### src/rtl/mem_access.sv
// mem_access: MEM stage that turns loads/stores into 1-beat scalar or 4-beat matrix
// data-memory transactions, stalling upstream until the final ack.
`default_nettype none

module mem_access (
  input  logic         clk,
  input  logic         rst,
  input  logic         ex_valid,
  input  logic [31:0]  ex_alu_o,
  input  logic [31:0]  ex_rs2_data,
  input  logic [127:0] ex_matrix_o,
  input  logic [4:0]   ex_rd,
  input  logic         ex_mem2reg,
  input  logic         ex_mem_write,
  input  logic         ex_matrix_mem,
  input  logic [1:0]   ex_w_select,
  output logic         dm_req,
  output logic         dm_we,
  output logic [31:0]  dm_addr,
  output logic [31:0]  dm_wdata,
  input  logic         dm_ack,
  input  logic [31:0]  dm_rdata,
  output logic         stall,
  output logic [31:0]  me_mem_data,
  output logic [31:0]  me_alu_o,
  output logic [127:0] me_matrix_o,
  output logic [4:0]   me_rd,
  output logic         me_mem2reg,
  output logic [1:0]   me_w_select
);

  typedef enum logic [0:0] {IDLE = 1'b0, BUSY = 1'b1} state_t;

  state_t         state_q;
  logic [1:0]     beat_q;
  logic           dm_req_q;
  logic           dm_we_q;
  logic [31:0]    dm_addr_q;
  logic [31:0]    dm_wdata_q;
  logic [31:0]    cap_alu_q;
  logic [127:0]   cap_mat_q;
  logic [4:0]     cap_rd_q;
  logic           cap_load_q;
  logic           cap_mm_q;
  logic [1:0]     cap_ws_q;
  logic [95:0]    asm_q;

  logic           w_mem_op;
  logic           w_final_beat;
  logic           w_fin_ack;
  logic [1:0]     beat_d;

  assign w_mem_op     = ex_valid & (ex_mem2reg | ex_mem_write);
  assign w_final_beat = cap_mm_q ? (beat_q == 2'd3) : (beat_q == 2'd0);
  assign w_fin_ack    = (state_q == BUSY) & dm_req_q & dm_ack & w_final_beat;
  assign beat_d       = beat_q + 2'd1;

  assign dm_req   = dm_req_q;
  assign dm_we    = dm_we_q;
  assign dm_addr  = dm_addr_q;
  assign dm_wdata = dm_wdata_q;

  always_comb begin
    stall       = 1'b0;
    me_mem_data = 32'd0;
    me_alu_o    = 32'd0;
    me_matrix_o = 128'd0;
    me_rd       = 5'd0;
    me_mem2reg  = 1'b0;
    me_w_select = 2'd0;
    if (rst) begin
      if (state_q == IDLE) begin
        if (w_mem_op) begin
          stall = 1'b1;
        end else if (ex_valid) begin
          me_alu_o    = ex_alu_o;
          me_matrix_o = ex_matrix_o;
          me_rd       = ex_rd;
          me_mem2reg  = ex_mem2reg;
          me_w_select = ex_w_select;
        end
      end else if (w_fin_ack) begin
        me_alu_o    = cap_alu_q;
        me_rd       = cap_rd_q;
        me_mem2reg  = cap_load_q;
        me_w_select = cap_ws_q;
        me_mem_data = (cap_load_q & ~cap_mm_q) ? dm_rdata : 32'd0;
        me_matrix_o = (cap_load_q & cap_mm_q) ? {dm_rdata, asm_q} : cap_mat_q;
      end else begin
        stall = 1'b1;
      end
    end
  end

  always_ff @(posedge clk or negedge rst) begin
    if (!rst) begin
      state_q    <= IDLE;
      beat_q     <= 2'd0;
      dm_req_q   <= 1'b0;
      dm_we_q    <= 1'b0;
      dm_addr_q  <= 32'd0;
      dm_wdata_q <= 32'd0;
      cap_alu_q  <= 32'd0;
      cap_mat_q  <= 128'd0;
      cap_rd_q   <= 5'd0;
      cap_load_q <= 1'b0;
      cap_mm_q   <= 1'b0;
      cap_ws_q   <= 2'd0;
      asm_q      <= 96'd0;
    end else begin
      case (state_q)
        IDLE: begin
          if (w_mem_op) begin
            state_q    <= BUSY;
            beat_q     <= 2'd0;
            dm_req_q   <= 1'b1;
            // Load wins when both load and store flags are set.
            dm_we_q    <= ex_mem_write & ~ex_mem2reg;
            dm_addr_q  <= ex_matrix_mem ? {ex_alu_o[31:4], 4'b0000} : ex_alu_o;
            dm_wdata_q <= ex_matrix_mem ? ex_matrix_o[31:0] : ex_rs2_data;
            cap_alu_q  <= ex_alu_o;
            cap_mat_q  <= ex_matrix_o;
            cap_rd_q   <= ex_rd;
            cap_load_q <= ex_mem2reg;
            cap_mm_q   <= ex_matrix_mem;
            cap_ws_q   <= ex_w_select;
            asm_q      <= 96'd0;
          end
        end
        BUSY: begin
          if (dm_req_q && dm_ack) begin
            if (w_final_beat) begin
              state_q  <= IDLE;
              dm_req_q <= 1'b0;
            end else begin
              beat_q     <= beat_d;
              dm_addr_q  <= dm_addr_q + 32'd4;
              dm_wdata_q <= cap_mat_q[{beat_d, 5'd0} +: 32];
              case (beat_q)
                2'd0:    asm_q[31:0]  <= dm_rdata;
                2'd1:    asm_q[63:32] <= dm_rdata;
                default: asm_q[95:64] <= dm_rdata;
              endcase
            end
          end
        end
        default: state_q <= IDLE;
      endcase
    end
  end

endmodule

`default_nettype wire

### config.mk
export PLATFORM = sky130hd
export DESIGN_NAME = mem_access
export DESIGN_NICKNAME = d
export VERILOG_FILES = /design/src/rtl/mem_access.sv
export SDC_FILE = /design/constraint.sdc
export NUM_CORES = 1
export LEC_CHECK = 0
export BUFFER_PORTS_ARGS = -buffer_cell sky130_fd_sc_hd__buf_2
export CORE_AREA = 2 2 196 198
export DETAILED_ROUTE_END_ITERATION = 12
export DIE_AREA = 0 0 198 200
export GPL_TIMING_DRIVEN = 0
export HOLD_SLACK_MARGIN = 0.02
export PLACE_DENSITY = 0.75
export SLEW_MARGIN = 25
export SYNTH_ARGS = -nofsm -noshare
export SYNTH_HDL_FRONTEND = slang
export SYNTH_SLANG_ARGS = --single-unit
export TNS_END_PERCENT = 10
### constraint.sdc
create_clock -name clk -period 4.2 [get_ports clk]
set_input_delay 0 -clock clk [delete_from_list [all_inputs] [get_ports clk]]
set_output_delay 0 -clock clk [all_outputs]
set_load 0.02 [all_outputs]
Yosys cells after proc, flatten, opt, wreduce, memory -nomap -nowiden
Cells that the tools add are included.
{"block": "classes", "n_reduce_logical": 9, "shift": 1, "n_eq_ne": 9, "n_addsub": 2, "n_mux": 63, "bitwise": 11}
{"cell": "$mux 128", "count": 6}
{"cell": "$mux 32", "count": 19}
{"cell": "$mux 96", "count": 3}
{"cell": "$pmux 96 s2", "count": 1}
{"cell": "$pmux 32 s2", "count": 2}
{"cell": "$shiftx 128x8->32", "count": 1}
{"cell": "$add 32x3->32 const B", "count": 1}
{"cell": "$mux 5", "count": 5}
{"cell": "$mux 2", "count": 8}
{"cell": "$mux 1", "count": 15}
{"cell": "$reduce_and 4->1", "count": 3}
{"cell": "$ne 2x1->1 const B", "count": 4}
{"cell": "$and 1x1->1", "count": 7}
{"cell": "$ne 2x2->1 const B", "count": 3}
{"cell": "$reduce_and 3->1", "count": 2}
{"cell": "$mux 4", "count": 1}
{"cell": "$pmux 1 s2", "count": 2}
{"cell": "$pmux 2 s2", "count": 1}
{"cell": "$not 1->1", "count": 3}
{"cell": "$add 2x1->2 const B", "count": 1}
{"cell": "$eq 2x1->1 const B", "count": 1}
{"cell": "$eq 2x2->1 const B", "count": 1}
{"cell": "$logic_not 2->1", "count": 1}
{"cell": "$reduce_and 2->1", "count": 1}
{"cell": "other kinds (3)", "count": 3}
{"block": "totals", "inputBits": 238, "ff_bits": 334}

Longest topological paths before layout
{"block": "depth", "word_depth": 6, "mapped_depth": 12, "mapped_depth_nobuf": 7}

Least setup slack after synthesis
OpenSTA, ideal clock, no wires.
{"block": "synth_timing", "path_type": "register to register", "from": "register beat_q[0]", "to": "register asm_q[67]", "setup_ns": 0.119, "synth_period_minus_slack_ns": 2.628, "arrival_ns": 2.509, "required_ns": 4.081, "stages_incl_launch_ff": 13, "setup_slack_ns": 1.572, "path_cell_list": "dfrtp_1 buf_2 buf_2 inv_1 ha_1 mux2_4 or2_1 buf_6 or3_1 buf_6 buf_6 nand3_1 o21ai_2"}
{"block": "synth_between", "elab_chain_cells": 4, "word_cells_on_any_way": 8, "cone_classes": "eq/ne: 4; mux: 1; reduce/logical: 3"}
{"item": "start, declared", "line_no": "35", "text": "logic [1:0] beat_q;"}
{"item": "start signal, assigned", "line_no": "136", "text": "beat_q <= beat_d;"}
{"item": "$eq 2x2->1 (tied with other cells)", "line_no": "54", "text": "assign w_final_beat = cap_mm_q ? (beat_q == 2'd3) : (beat_q == 2'd0);"}
{"item": "$mux 1 / $reduce_or 2->1 (equally long branches)"}
{"item": "$ne 2x2->1 (no line)"}
{"item": "$reduce_and 4->1 (no line) *"}
{"item": "end signal, assigned", "line_no": "142", "text": "default: asm_q[95:64] <= dm_rdata;"}
{"item": "end, declared", "line_no": "46", "text": "logic [95:0] asm_q;"}
Mark *: on every way between the ends. The rest lies on a longest branch, timed or not.
A chain may end at the register's enable or synchronous reset.

Worst setup path after layout
{"block": "layout_timing", "from": "register beat_q[0]", "to": "output port me_matrix_o[35]"}
{"block": "layout_between", "elab_chain_cells": 6, "word_cells_on_any_way": 7, "cone_classes": "eq/ne: 1; mux: 4; bitwise: 1; reduce/logical: 1"}
{"item": "$eq 2x2->1 / $logic_not 2->1 (equally long branches)", "line_no": "54"}
{"item": "$mux 1 *", "line_no": "54"}
{"item": "$and 1x1->1 *", "line_no": "55", "text": "assign w_fin_ack = (state_q == BUSY) & dm_req_q & dm_ack & w_final_beat;"}
{"item": "$mux 128 *", "line_no": "82", "text": "end else if (w_fin_ack) begin"}
{"item": "$mux 128 *", "line_no": "72", "text": "if (state_q == IDLE) begin"}
{"item": "$mux 128 *", "line_no": "71", "text": "if (rst) begin"}
{"item": "end, declared", "line_no": "26", "text": "output logic [127:0] me_matrix_o,"}
Marks and branches as above.

==> run_results.csv <==
group,metric,value,unit
yosys,syn_avg_cell_area,8.479,um2
place,placed_cells,3155,
timing,fin_crit_sh,0.9639,
pwr,p_sw,7.455,mW
timing,clock_skew,0.01445,ns
setup_path,criticalPathCategory,"flop to output port",
pwr,p_per_area,676.8,mW/mm2
drt,wire_per_inst,24.11,um
min_path,hold_class,"input port to asynchronous set/reset pin",
place,place_congestion,0.9815,
global_route,grt_pass1_wl,122.3,mm
yosys,async_flop_share,1.000,
yosys,ys_seq_area_frac,0.4611,
floorplan,core_area,0.03740,mm2
clock_tree,clk_latency,0.57,ns
setup_path,worstPathRequired,4.20,ns
drt,wl,83.67,mm
global_route,grt_max_degree,96,
clock_tree,h-tree-depth,2,
flow_run,drv_cap,0,
yosys,syn_inst,2138,
pwr,total_power,17.01,mW
global_route,antenna_found_initial,8,
yosys,yosys.cell_types.count,52,
pwr,p_leak,13.22,nW
yosys,synth-seq-cells,334,
yosys,synth_flop_cell,"dfrtp_1",
pwr,switching_share,0.4383,
drt,drt_iter0_markers,1981,
timing,max_freq,247.0,MHz
timing,setup_tns,0,ns
floorplan,fp.dieArea,0.03960,mm2
setup_path,arrival,4.05,ns
place,post-place-ws,0.5652,ns
pwr,intPower,9.553,mW
floorplan,die_x,198,um
yosys,synth_edf_count,0,
place,io_buffers,503,
yosys,synthesis.nets,2380,
floorplan,die_h,200,um
drt,vias,20540,
drt,drt_pass1_iterations,8,
clock_tree,cts_buffers,39,
drt,ant_nets,0,
timing,final_hold_viol_count,0,
pwr,ir_worst_vdd,338.8,uV
layout,drive_above_1_share,0.2371,
timing,rsz0062_at_grt,"no",
layout,fillCellCount,3051,
timing,drv_slew,0,
clock_tree,clockBufferDepth,3,
setup_path,endpoint_kind,"output port",
place,dp_hpwl,59.06,mm
floorplan,start_util,0.4847,
timing,finalCriticalPeriod,4.049,ns
global_route,first_global_vias,20490,
pwr,power_frac_clock,0.212,
outcome,outcome,"finished, final reports clean",
timing,worst_slack,0.1515,ns
layout,fin_util,0.6719,
timing,setup_viol,0,
global_route,grt-ovfl-total,0,
pwr,combPwrFrac,0.442,
clock_tree,clockRootBuffer,"clkbuf_16",
clock_tree,clk_pin_slew,0.06,ns
layout,fin_cells,3470,
timing,maxSlewHeadroom,0.2577,
setup_path,start_kind,"flop",
floorplan,rows,71,
pwr,power_frac_seq,0.346,
clock_tree,cts_tree,"built",
drt,via_per_inst,5.919,
clock_tree,cts_sinks,334,
yosys,synth_area,0.01813,mm2
yosys,yosysWarnings,0,
drt,drc_errors,0,
floorplan,num_io_pins,505,
setup_path,path_max_fanout,10,
timing,worst_slew_pin_slew,1.113,ns
layout,fin_nets,3164,
layout,syn_to_final_growth,38.63,%
global_route,track_usage,0.4168,
-- cell usage after synthesis, types with 6 or more instances --
| library cell | count | area share |
|---|---|---|
| o22ai_1 | 16 | 0.0055 |
| mux2i_1 | 169 | 0.093 |
| buf_1 | 8 | 0.0017 |
| inv_1 | 39 | 0.0081 |
| clkbuf_1 | 118 | 0.024 |
| o21ai_0 | 235 | 0.065 |
| nor4_1 | 6 | 0.0021 |
| buf_6 | 8 | 0.0050 |
| a22o_1 | 39 | 0.019 |
| nand4_1 | 11 | 0.0038 |
| nor3_1 | 10 | 0.0028 |
| dfrtp_1 | 334 | 0.46 |
| nor2_1 | 89 | 0.018 |
| mux4_2 | 32 | 0.040 |
| nand3_1 | 68 | 0.019 |
| nand2_1 | 760 | 0.16 |
| buf_2 | 28 | 0.0077 |
| o21ai_2 | 32 | 0.015 |
| a21oi_1 | 64 | 0.018 |
| nand3_2 | 8 | 0.0044 |
-- per-stage QoR --
stage | instance area [um2] | hold WS (ns)
2_1_floorplan | 18130 | -0.2956
3_3_place_gp | 21280 | 0.2070
3_5_place_dp | 21380 | 0.02016
4_1_cts | 25100 | 0.02906
5_1_grt | 25130 | 0.05531
6_report | 25130 | 0.01756
-- cell families (layout without fill, tap and decap cells) --
group | after synthesis | in the layout | synth area share
AND/OR/NAND/NOR | 977 | 977 | 0.2173
adder cells (fa/ha/maj) | 4 | 4 | 0.002761
multiplexers | 203 | 203 | 0.1345
buffers and inverters | 202 | 1016 | 0.04707
other | 0 | 7 | 0
flip-flops | 334 | 334 | 0.4611
AO/OA/AOI/OAI | 418 | 418 | 0.1373
-- worst paths after layout --
kind	start	endpoint	slack (ns)	cells after the start
max	beat_q[0]	me_matrix_o[35]	0.15	11
min	rst	dm_wdata[8]	0.02	3
max reg2reg	beat_q[0]	dm_wdata[10]	0.53	9
min reg2reg	dm_addr[0]	dm_addr[0]	0.47	2
max in group asynchronous	rst	asm_q[62]	2.90	5
min in group clk	ex_matrix_o[52]	cap_mat_q[52]	0.17	4
-- worst max-delay path: stages, from the launching register on --
cell	delay, ns
dfrtp_1	0.38
buf_2	0.33
buf_2	0.43
inv_1	0.10
ha_1	0.26
mux2i_1	0.21
nor2_1	0.14
nand2_1	0.11
clkbuf_2	0.37
clkbuf_1	0.54
o21ai_0	0.36
buf_2	0.25
-- state kept, by name (all words and copies together) (netlist names) --
register	count
cap_mat_q	128
asm_q	96
cap_alu_q	32
dm_addr	32
dm_wdata	32
cap_rd_q	5
beat_q	2
cap_ws_q	2
cap_load_q	1
cap_mm_q	1
dm_req	1
dm_we	1
state_q	1
-- layout by cell type (no fill, tap or decap), types with 4 or more instances in the layout --
cell type	n
o21ai_0	235
a41o_1	4
nand2_1	760
bufinv_16	4
diode_2	7
dfrtp_1	334
inv_1	39
clkbuf_2	9
mux2i_1	169
nor3_1	10
buf_2	530
clkbuf_16	39
a311oi_1	4
clkinv_2	5
ha_1	4
nand3_2	8
clkbuf_8	10
nand4_1	11
and3_1	5
nor2_1	88
dlygate4sd3_1	236
buf_16	4
nor4_1	6
mux4_2	32
a21oi_1	64
o22ai_1	16
a211oi_1	4
nand3_1	68
a22o_1	39
clkbuf_1	122
buf_1	4
o21ai_2	33
buf_6	8
-- power groups by stage --
stage	clock (mW)	sequential [mW]	combinational, mW
after CTS	3.59	5.83	7.32
after global placement	0	5.80	6.93
final	3.61	5.89	7.51
after global routing	3.72	6.03	8.04
after floorplan	0	5.75	4.38
after detailed placement	0	5.87	7.10
-- what timing repair did --
item,4_1_cts,5_1_grt
endpoints found under the hold margin,574,0
hold buffers,237,0
gates resized for setup,1,9
buffers inserted,0,0
endpoints found under the setup margin,2,122
cloned,0,0
-- layout make-up --
| cell class | instances | area [um2] | share of cell area |
|---|---|---|---|
| Sequential cell | 334 | 8358 | 0.3326 |
| Antenna cell | 7 | 17.52 | 0.0006971 |
| Tap cell | 511 | 639.4 | 0.02544 |
| Clock buffer | 58 | 1147 | 0.04566 |
| Multi-Input combinational cell | 1602 | 8922 | 0.3551 |
| Clock inverter | 13 | 180.2 | 0.007170 |
| Timing Repair Buffer | 743 | 5000 | 0.1990 |
| Inverter | 40 | 150.1 | 0.005975 |
| Buffer | 162 | 714.4 | 0.02843 |
-- layer usage --
layer	vias up	share of wire	track usage
li1	8817	-	-
met1	9836	0.37	0.5104
met2	1473	0.46	0.6671
met3	408	0.10	0.1015
met4	4	0.069	0.2629
met5	-	0.00036	0
Power figures use the tool's default switching activity.
